### src/rtl/div_ctrl_pkg.sv
// Shared definitions for the shared-divider controller: FSM state
// encoding, default settle time and the signed overflow operand pair.
package div_ctrl_pkg;

  typedef enum logic [1:0] {
    IDLE = 2'd0,
    CALC = 2'd1,
    RESP = 2'd2
  } ctrlState_t;

  localparam int SETTLE_CYCLES_DEFAULT = 2;

  // The only signed 16-bit division whose quotient does not fit: -32768 / -1
  localparam logic [15:0] OVF_DIVIDEND = 16'h8000;
  localparam logic [15:0] OVF_DIVISOR  = 16'hFFFF;

  function automatic logic isOverflowPair(input logic [15:0] a, input logic [15:0] b);
    return (a == OVF_DIVIDEND) && (b == OVF_DIVISOR);
  endfunction

endpackage

### src/rtl/div_share_ctrl_divider.sv
// Combinational signed 16-bit divider. Quotient truncates toward zero and
// the remainder takes the sign of the dividend. Works on magnitudes with a
// fully unrolled restoring division so every input (including B == 0)
// yields a defined value; the controller overrides the B == 0 and
// overflow cases, so their raw outputs are never used.
module Divider16bit (
  input  logic [15:0] A,
  input  logic [15:0] B,
  output logic [15:0] Qf,
  output logic [15:0] R
);

  logic [15:0] w_magA;
  logic [15:0] w_magB;
  logic [15:0] w_magQ;
  logic [15:0] w_rem;
  logic [16:0] w_shift;

  // Unsigned restoring division on operand magnitudes, one quotient bit per step
  always_comb begin
    w_magA  = A[15] ? (~A + 16'd1) : A;
    w_magB  = B[15] ? (~B + 16'd1) : B;
    w_magQ  = '0;
    w_rem   = '0;
    w_shift = '0;
    for (int i = 15; i >= 0; i--) begin
      w_shift = {w_rem, w_magA[i]};
      if (w_shift >= {1'b0, w_magB}) begin
        w_shift   = w_shift - {1'b0, w_magB};
        w_magQ[i] = 1'b1;
      end
      w_rem = w_shift[15:0];
    end
  end

  // Restore signs: quotient negative when operand signs differ, remainder follows dividend
  always_comb begin
    Qf = (A[15] ^ B[15]) ? (~w_magQ + 16'd1) : w_magQ;
    R  = A[15] ? (~w_rem + 16'd1) : w_rem;
  end

endmodule

### src/rtl/div_share_ctrl.sv
// Two-requester front end for one shared combinational divider.
// A round-robin arbiter accepts one operand pair at a time, registers it,
// lets the divider settle for SETTLE_CYCLES cycles, then holds the result
// on the response port until it is taken. Divide-by-zero and the
// -32768 / -1 overflow are answered directly without waiting on the divider.
module div_share_ctrl
  import div_ctrl_pkg::*;
#(
  parameter int SETTLE_CYCLES = SETTLE_CYCLES_DEFAULT
) (
  input  logic        clk,
  input  logic        rst_n,
  input  logic        req0_valid,
  output logic        req0_ready,
  input  logic [15:0] req0_a,
  input  logic [15:0] req0_b,
  input  logic        req1_valid,
  output logic        req1_ready,
  input  logic [15:0] req1_a,
  input  logic [15:0] req1_b,
  output logic        rsp_valid,
  input  logic        rsp_ready,
  output logic        rsp_id,
  output logic [15:0] rsp_q,
  output logic [15:0] rsp_r,
  output logic        rsp_dz,
  output logic        rsp_ovf
);

  localparam logic [3:0] SETTLE_LAST = 4'(SETTLE_CYCLES - 1);

  ctrlState_t  r_state;
  ctrlState_t  w_nextState;

  logic [3:0]  r_settleCnt;
  logic        r_lastServed;
  logic [15:0] r_opA;
  logic [15:0] r_opB;
  logic        r_opId;

  logic        r_rspId;
  logic [15:0] r_rspQ;
  logic [15:0] r_rspR;
  logic        r_rspDz;
  logic        r_rspOvf;

  logic        w_inIdle;
  logic        w_grant0;
  logic        w_grant1;
  logic        w_accept;
  logic        w_selId;
  logic [15:0] w_selA;
  logic [15:0] w_selB;
  logic        w_selDz;
  logic        w_selOvf;
  logic        w_selSpecial;
  logic        w_settleDone;
  logic [15:0] w_divQ;
  logic [15:0] w_divR;

  // Arbitration: a lone requester always wins; on a tie the one not served last wins.
  // Ready is only offered in IDLE and never while reset is asserted.
  assign w_inIdle   = (r_state == IDLE) && rst_n;
  assign w_grant0   = req0_valid && (!req1_valid || r_lastServed);
  assign w_grant1   = req1_valid && (!req0_valid || !r_lastServed);
  assign req0_ready = w_inIdle && w_grant0;
  assign req1_ready = w_inIdle && w_grant1;

  // Selected request and its classification as a short-circuit case
  assign w_accept     = req0_ready || req1_ready;
  assign w_selId      = req1_ready;
  assign w_selA       = w_selId ? req1_a : req0_a;
  assign w_selB       = w_selId ? req1_b : req0_b;
  assign w_selDz      = (w_selB == 16'h0000);
  assign w_selOvf     = isOverflowPair(w_selA, w_selB);
  assign w_selSpecial = w_selDz || w_selOvf;

  assign w_settleDone = (r_settleCnt == SETTLE_LAST);

  // The divider only ever sees the registered operands, never live requester inputs
  Divider16bit u_divider (
    .A  (r_opA),
    .B  (r_opB),
    .Qf (w_divQ),
    .R  (w_divR)
  );

  // State register; reset wins over any pending transition and drops an in-flight division
  always_ff @(posedge clk) begin
    if (!rst_n) begin
      r_state <= IDLE;
    end else begin
      r_state <= w_nextState;
    end
  end

  // Next-state decode
  always_comb begin
    w_nextState = r_state;
    case (r_state)
      IDLE: begin
        if (w_accept) begin
          w_nextState = w_selSpecial ? RESP : CALC;
        end
      end
      CALC: begin
        if (w_settleDone) begin
          w_nextState = RESP;
        end
      end
      RESP: begin
        if (rsp_ready) begin
          w_nextState = IDLE;
        end
      end
      default: begin
        w_nextState = IDLE;
      end
    endcase
  end

  // Operand capture on accept, settle counting, and loading of the held response
  always_ff @(posedge clk) begin
    if (!rst_n) begin
      r_settleCnt  <= '0;
      r_lastServed <= 1'b1;
      r_opA        <= '0;
      r_opB        <= '0;
      r_opId       <= 1'b0;
      r_rspId      <= 1'b0;
      r_rspQ       <= '0;
      r_rspR       <= '0;
      r_rspDz      <= 1'b0;
      r_rspOvf     <= 1'b0;
    end else begin
      if (w_accept) begin
        r_opA        <= w_selA;
        r_opB        <= w_selB;
        r_opId       <= w_selId;
        r_lastServed <= w_selId;
      end
      case (r_state)
        IDLE: begin
          r_settleCnt <= '0;
          if (w_accept && w_selSpecial) begin
            r_rspId  <= w_selId;
            r_rspDz  <= w_selDz;
            r_rspOvf <= w_selOvf;
            r_rspQ   <= w_selDz ? 16'h0000 : OVF_DIVIDEND;
            r_rspR   <= w_selDz ? w_selA : 16'h0000;
          end
        end
        CALC: begin
          if (w_settleDone) begin
            r_settleCnt <= '0;
            r_rspId     <= r_opId;
            r_rspQ      <= w_divQ;
            r_rspR      <= w_divR;
            r_rspDz     <= 1'b0;
            r_rspOvf    <= 1'b0;
          end else begin
            r_settleCnt <= r_settleCnt + 4'd1;
          end
        end
        default: begin
          r_settleCnt <= '0;
        end
      endcase
    end
  end

  // Response port is a direct view of the held registers
  assign rsp_valid = (r_state == RESP);
  assign rsp_id    = r_rspId;
  assign rsp_q     = r_rspQ;
  assign rsp_r     = r_rspR;
  assign rsp_dz    = r_rspDz;
  assign rsp_ovf   = r_rspOvf;

endmodule

### config.mk
export PLATFORM = sky130hd
export DESIGN_NAME = div_share_ctrl
export DESIGN_NICKNAME = d
export VERILOG_FILES = /design/src/rtl/div_ctrl_pkg.sv /design/src/rtl/div_share_ctrl_divider.sv /design/src/rtl/div_share_ctrl.sv
export SDC_FILE = /design/constraint.sdc
export NUM_CORES = 1
export LEC_CHECK = 0
export ABC_AREA = 1
export BUFFER_PORTS_ARGS = -buffer_cell sky130_fd_sc_hd__buf_2
export CAP_MARGIN = 20
export CELL_PAD_IN_SITES_DETAIL_PLACEMENT = 1
export CELL_PAD_IN_SITES_GLOBAL_PLACEMENT = 1
export CORE_UTILIZATION = 25
export DETAILED_ROUTE_END_ITERATION = 8
export PLACE_DENSITY = 0.62
export SKIP_CTS_REPAIR_TIMING = 1
export SYNTH_ARGS = -nofsm -noshare
export SYNTH_HDL_FRONTEND = slang
export SYNTH_SLANG_ARGS = --single-unit
### constraint.sdc
create_clock -name clk -period 52.7 [get_ports clk]
set_input_delay 10.54 -clock clk [delete_from_list [all_inputs] [get_ports clk]]
set_output_delay 10.54 -clock clk [all_outputs]
set_load 0.01 [all_outputs]
==> results by group <==
GRT
  • Pin count of the biggest net entering global routing: 65
  • GR Util All Layers: 0.1913
  • Vias in the first global route: 20430
  • GRT Residual Overflow: 0
  • First-pass GRT wire length: 113800 um
  • Initial antenna violation count: 0

Worst setup path
  • Max stage delay on crit path: 0.43 ns
  • Worst path slowest cell: ha_1
  • WP depth: 312
  • Crit path top cell by count: a21oi_1
  • Top delay family on crit path: compound AO/OA/AOI/OAI gates
  • Critical Path Fanout Max: 26
  • R2R depth: 312
  • Worst setup SP type: flop
  • Critical path type: flop to flop
  • Crit. End Element: flop
  • Crit path required time: 53.02 ns
  • WP buf/inv: 47
  • Arrival time worst endpoint: 47.54 ns

Floorplan
  • Total die area: 75170 um^2
  • Initial Util: 0.2534
  • Core area: 73080 um^2
  • Num rows: 99
  • Die height: 274.2 um
  • I/O pin count: 107
  • Die Width: 274.2 um

Synth
  • Synth cell types: 59
  • Synth Register Bits: 75
  • Area leader, netlist: ha_1
  • Ys flop type: dfxtp_1
  • Synth Net Count: 3352
  • Synth async-reset ratio: 0
  • Yosys top cell area share: 0.1675
  • Most frequent cells after synthesis: nand2_1, inv_1, a21oi_1
  • Post-synthesis cell area: 18520 um^2
  • Seq/Total Area, Yosys: 0.08107
  • Count leader, synth: nand2_1
  • Post-synth EDFFs: 0
  • Yosys warns: 0
  • Mean post-synth cell area: 6.133 um^2
  • Synth top area cells: ha_1, nand2_1, inv_1
  • Synthesized netlist cell count: 3020

Hold path
  • Hold Crit Class: flop to flop
  • Hold path depth: 2

Layout
  • Layout Nets: 3450
  • Share of layout cells above drive strength 1: 0.08838
  • N_diodes: 0
  • Area growth, synth to finish: 11.59%
  • Final core utilization: 0.2828
  • Fill count: 9513

STA
  • Slew headroom: 0.1493
  • Final min period: 47.23 ns
  • WHS: 0.4640 ns
  • Final setup viols: 0
  • Clock Skew: 0.02708 ns
  • FMAX: 0.02117 GHz
  • Max-slew violations: 0
  • Period utilisation layout: 0.8962
  • Fin. Hold Viols: 0
  • Least-Margin Pin Slew: 1.263 ns

Outcome
  • Failing checks: design-rule violations
  • Outcome: complete, but fails checks

Clocking
  • CTS buffer count: 9
  • Worst skew pair latency: 0.39 ns
  • H-tree Lvls: 3
  • CTS root buf: clkbuf_16
  • Clock sink total: 75
  • CTS tree: yes
  • Worst-case clock buffer depth: 2
  • Clock transition at path regs: 0.08 ns

Detailed routing
  • DR pass1 iterations: 7
  • Via density: 4.949
  • Final WL: 73120 um
  • DRT antenna net count: 0
  • DRC Markers: 6
  • Post-DR wirelength/cell: 17.91 um
  • DRT iter0 DRCs: 901
  • Routed vias: 20200

Job
  • Max Cap Viol: 0

Placement
  • Hpwl dp: 58020 um
  • PortBufs: 106
  • RePlAce Congestion: 0.8466
-- worst paths after layout --
| check | startpoint | endpoint | slack, ns |
|---|---|---|---|
| hold / removal | rsp_id | rsp_id | 0.46 |
| setup / recovery | r_opA[0] | rsp_r[14] | 5.47 |
| setup reg to reg | r_opA[0] | rsp_r[14] | 5.47 |
| hold reg to reg | rsp_id | rsp_id | 0.46 |
-- worst register-to-register path: cells and delay by family (launching register included) --
| kind | cells | cell delay, ns |
|---|---|---|
| AOI/OAI and AO/OA | 146 | 22.93 |
| adders and majority gates | 18 | 5.49 |
| buffers and inverters | 47 | 4.78 |
| DFF | 1 | 0.35 |
| muxes | 1 | 0.31 |
| and+or+nand+nor | 100 | 13.31 |
-- kinds of logic (layout without fill, tap and decap cells) --
| logic type | count (synthesis) | after routing | share of synthesized area |
|---|---|---|---|
| AO/OA/AOI/OAI | 687 | 687 | 0.2050 |
| XOR/XNOR | 225 | 225 | 0.1072 |
| adder cells (fa/ha/maj) | 263 | 263 | 0.1838 |
| buffers and inverters | 487 | 588 | 0.1042 |
| flip-flops | 75 | 75 | 0.08107 |
| multiplexers | 29 | 29 | 0.01567 |
| AND/OR/NAND/NOR | 1254 | 1256 | 0.3031 |
-- routing by layer --
metal	track usage	routed length, um
met1	0.2678	36870
met2	0.3212	33080
met3	0.01165	1964
met4	0.03772	1205
met5	0	0
-- sequential cells by signal (all words and copies together), names as in the netlist --
register	count
r_lastServed	1
rsp_r	16
rsp_id	1
r_state	2
r_opId	1
r_opA	16
rsp_q	16
rsp_ovf	1
rsp_dz	1
r_settleCnt	4
r_opB	16
-- cell usage in the layout (no fill, tap or decap), types with 10 or more instances in the layout --
| cell type | n |
|---|---|
| nand2_1 | 720 |
| xor2_1 | 150 |
| o21ai_1 | 46 |
| o211ai_1 | 13 |
| a21o_1 | 15 |
| a21oi_1 | 293 |
| nor2_1 | 157 |
| nand3_4 | 15 |
| nor2_2 | 14 |
| a221o_1 | 12 |
| buf_2 | 106 |
| inv_2 | 13 |
| nor4_1 | 13 |
| nand3_1 | 197 |
| nor3_1 | 35 |
| nand4_1 | 36 |
| or2_2 | 17 |
| o21bai_1 | 42 |
| o21ai_0 | 223 |
| nand3b_1 | 10 |
| fa_1 | 15 |
| inv_1 | 399 |
| ha_1 | 248 |
| buf_4 | 47 |
| mux2i_1 | 28 |
| dfxtp_1 | 75 |
| xnor2_1 | 72 |
| nand2_4 | 10 |
-- cell type report --
class / count / area (um^2) / share of cell area
well taps: 959 / 1200 / 0.05806
clock inverters: 7 / 81.33 / 0.003935
clock buffers: 9 / 225.2 / 0.01090
flip-flops and latches: 75 / 1501 / 0.07265
inverters: 419 / 1594 / 0.07713
multi-input cells: 2460 / 15180 / 0.7346
repair buffers: 153 / 883.3 / 0.04274
-- stage by stage --
step | cell area (um^2) | cells | setup TNS [ns] | setup WS, ns
after floorplan | 18520 | 3020 | 0 | 11.51
after global placement | 20140 | 4047 | 0 | 5.126
after detailed placement | 20140 | 4047 | 0 | 3.625
after CTS | 20440 | 4063 | 0 | 3.420
after global routing | 20670 | 4082 | -0.8659 | -0.1647
final | 20670 | 4082 | 0 | 5.473
Power is left out: the tool's default activity adds up to more than one toggle a clock period on the data nets, which glitch-free logic cannot reach.
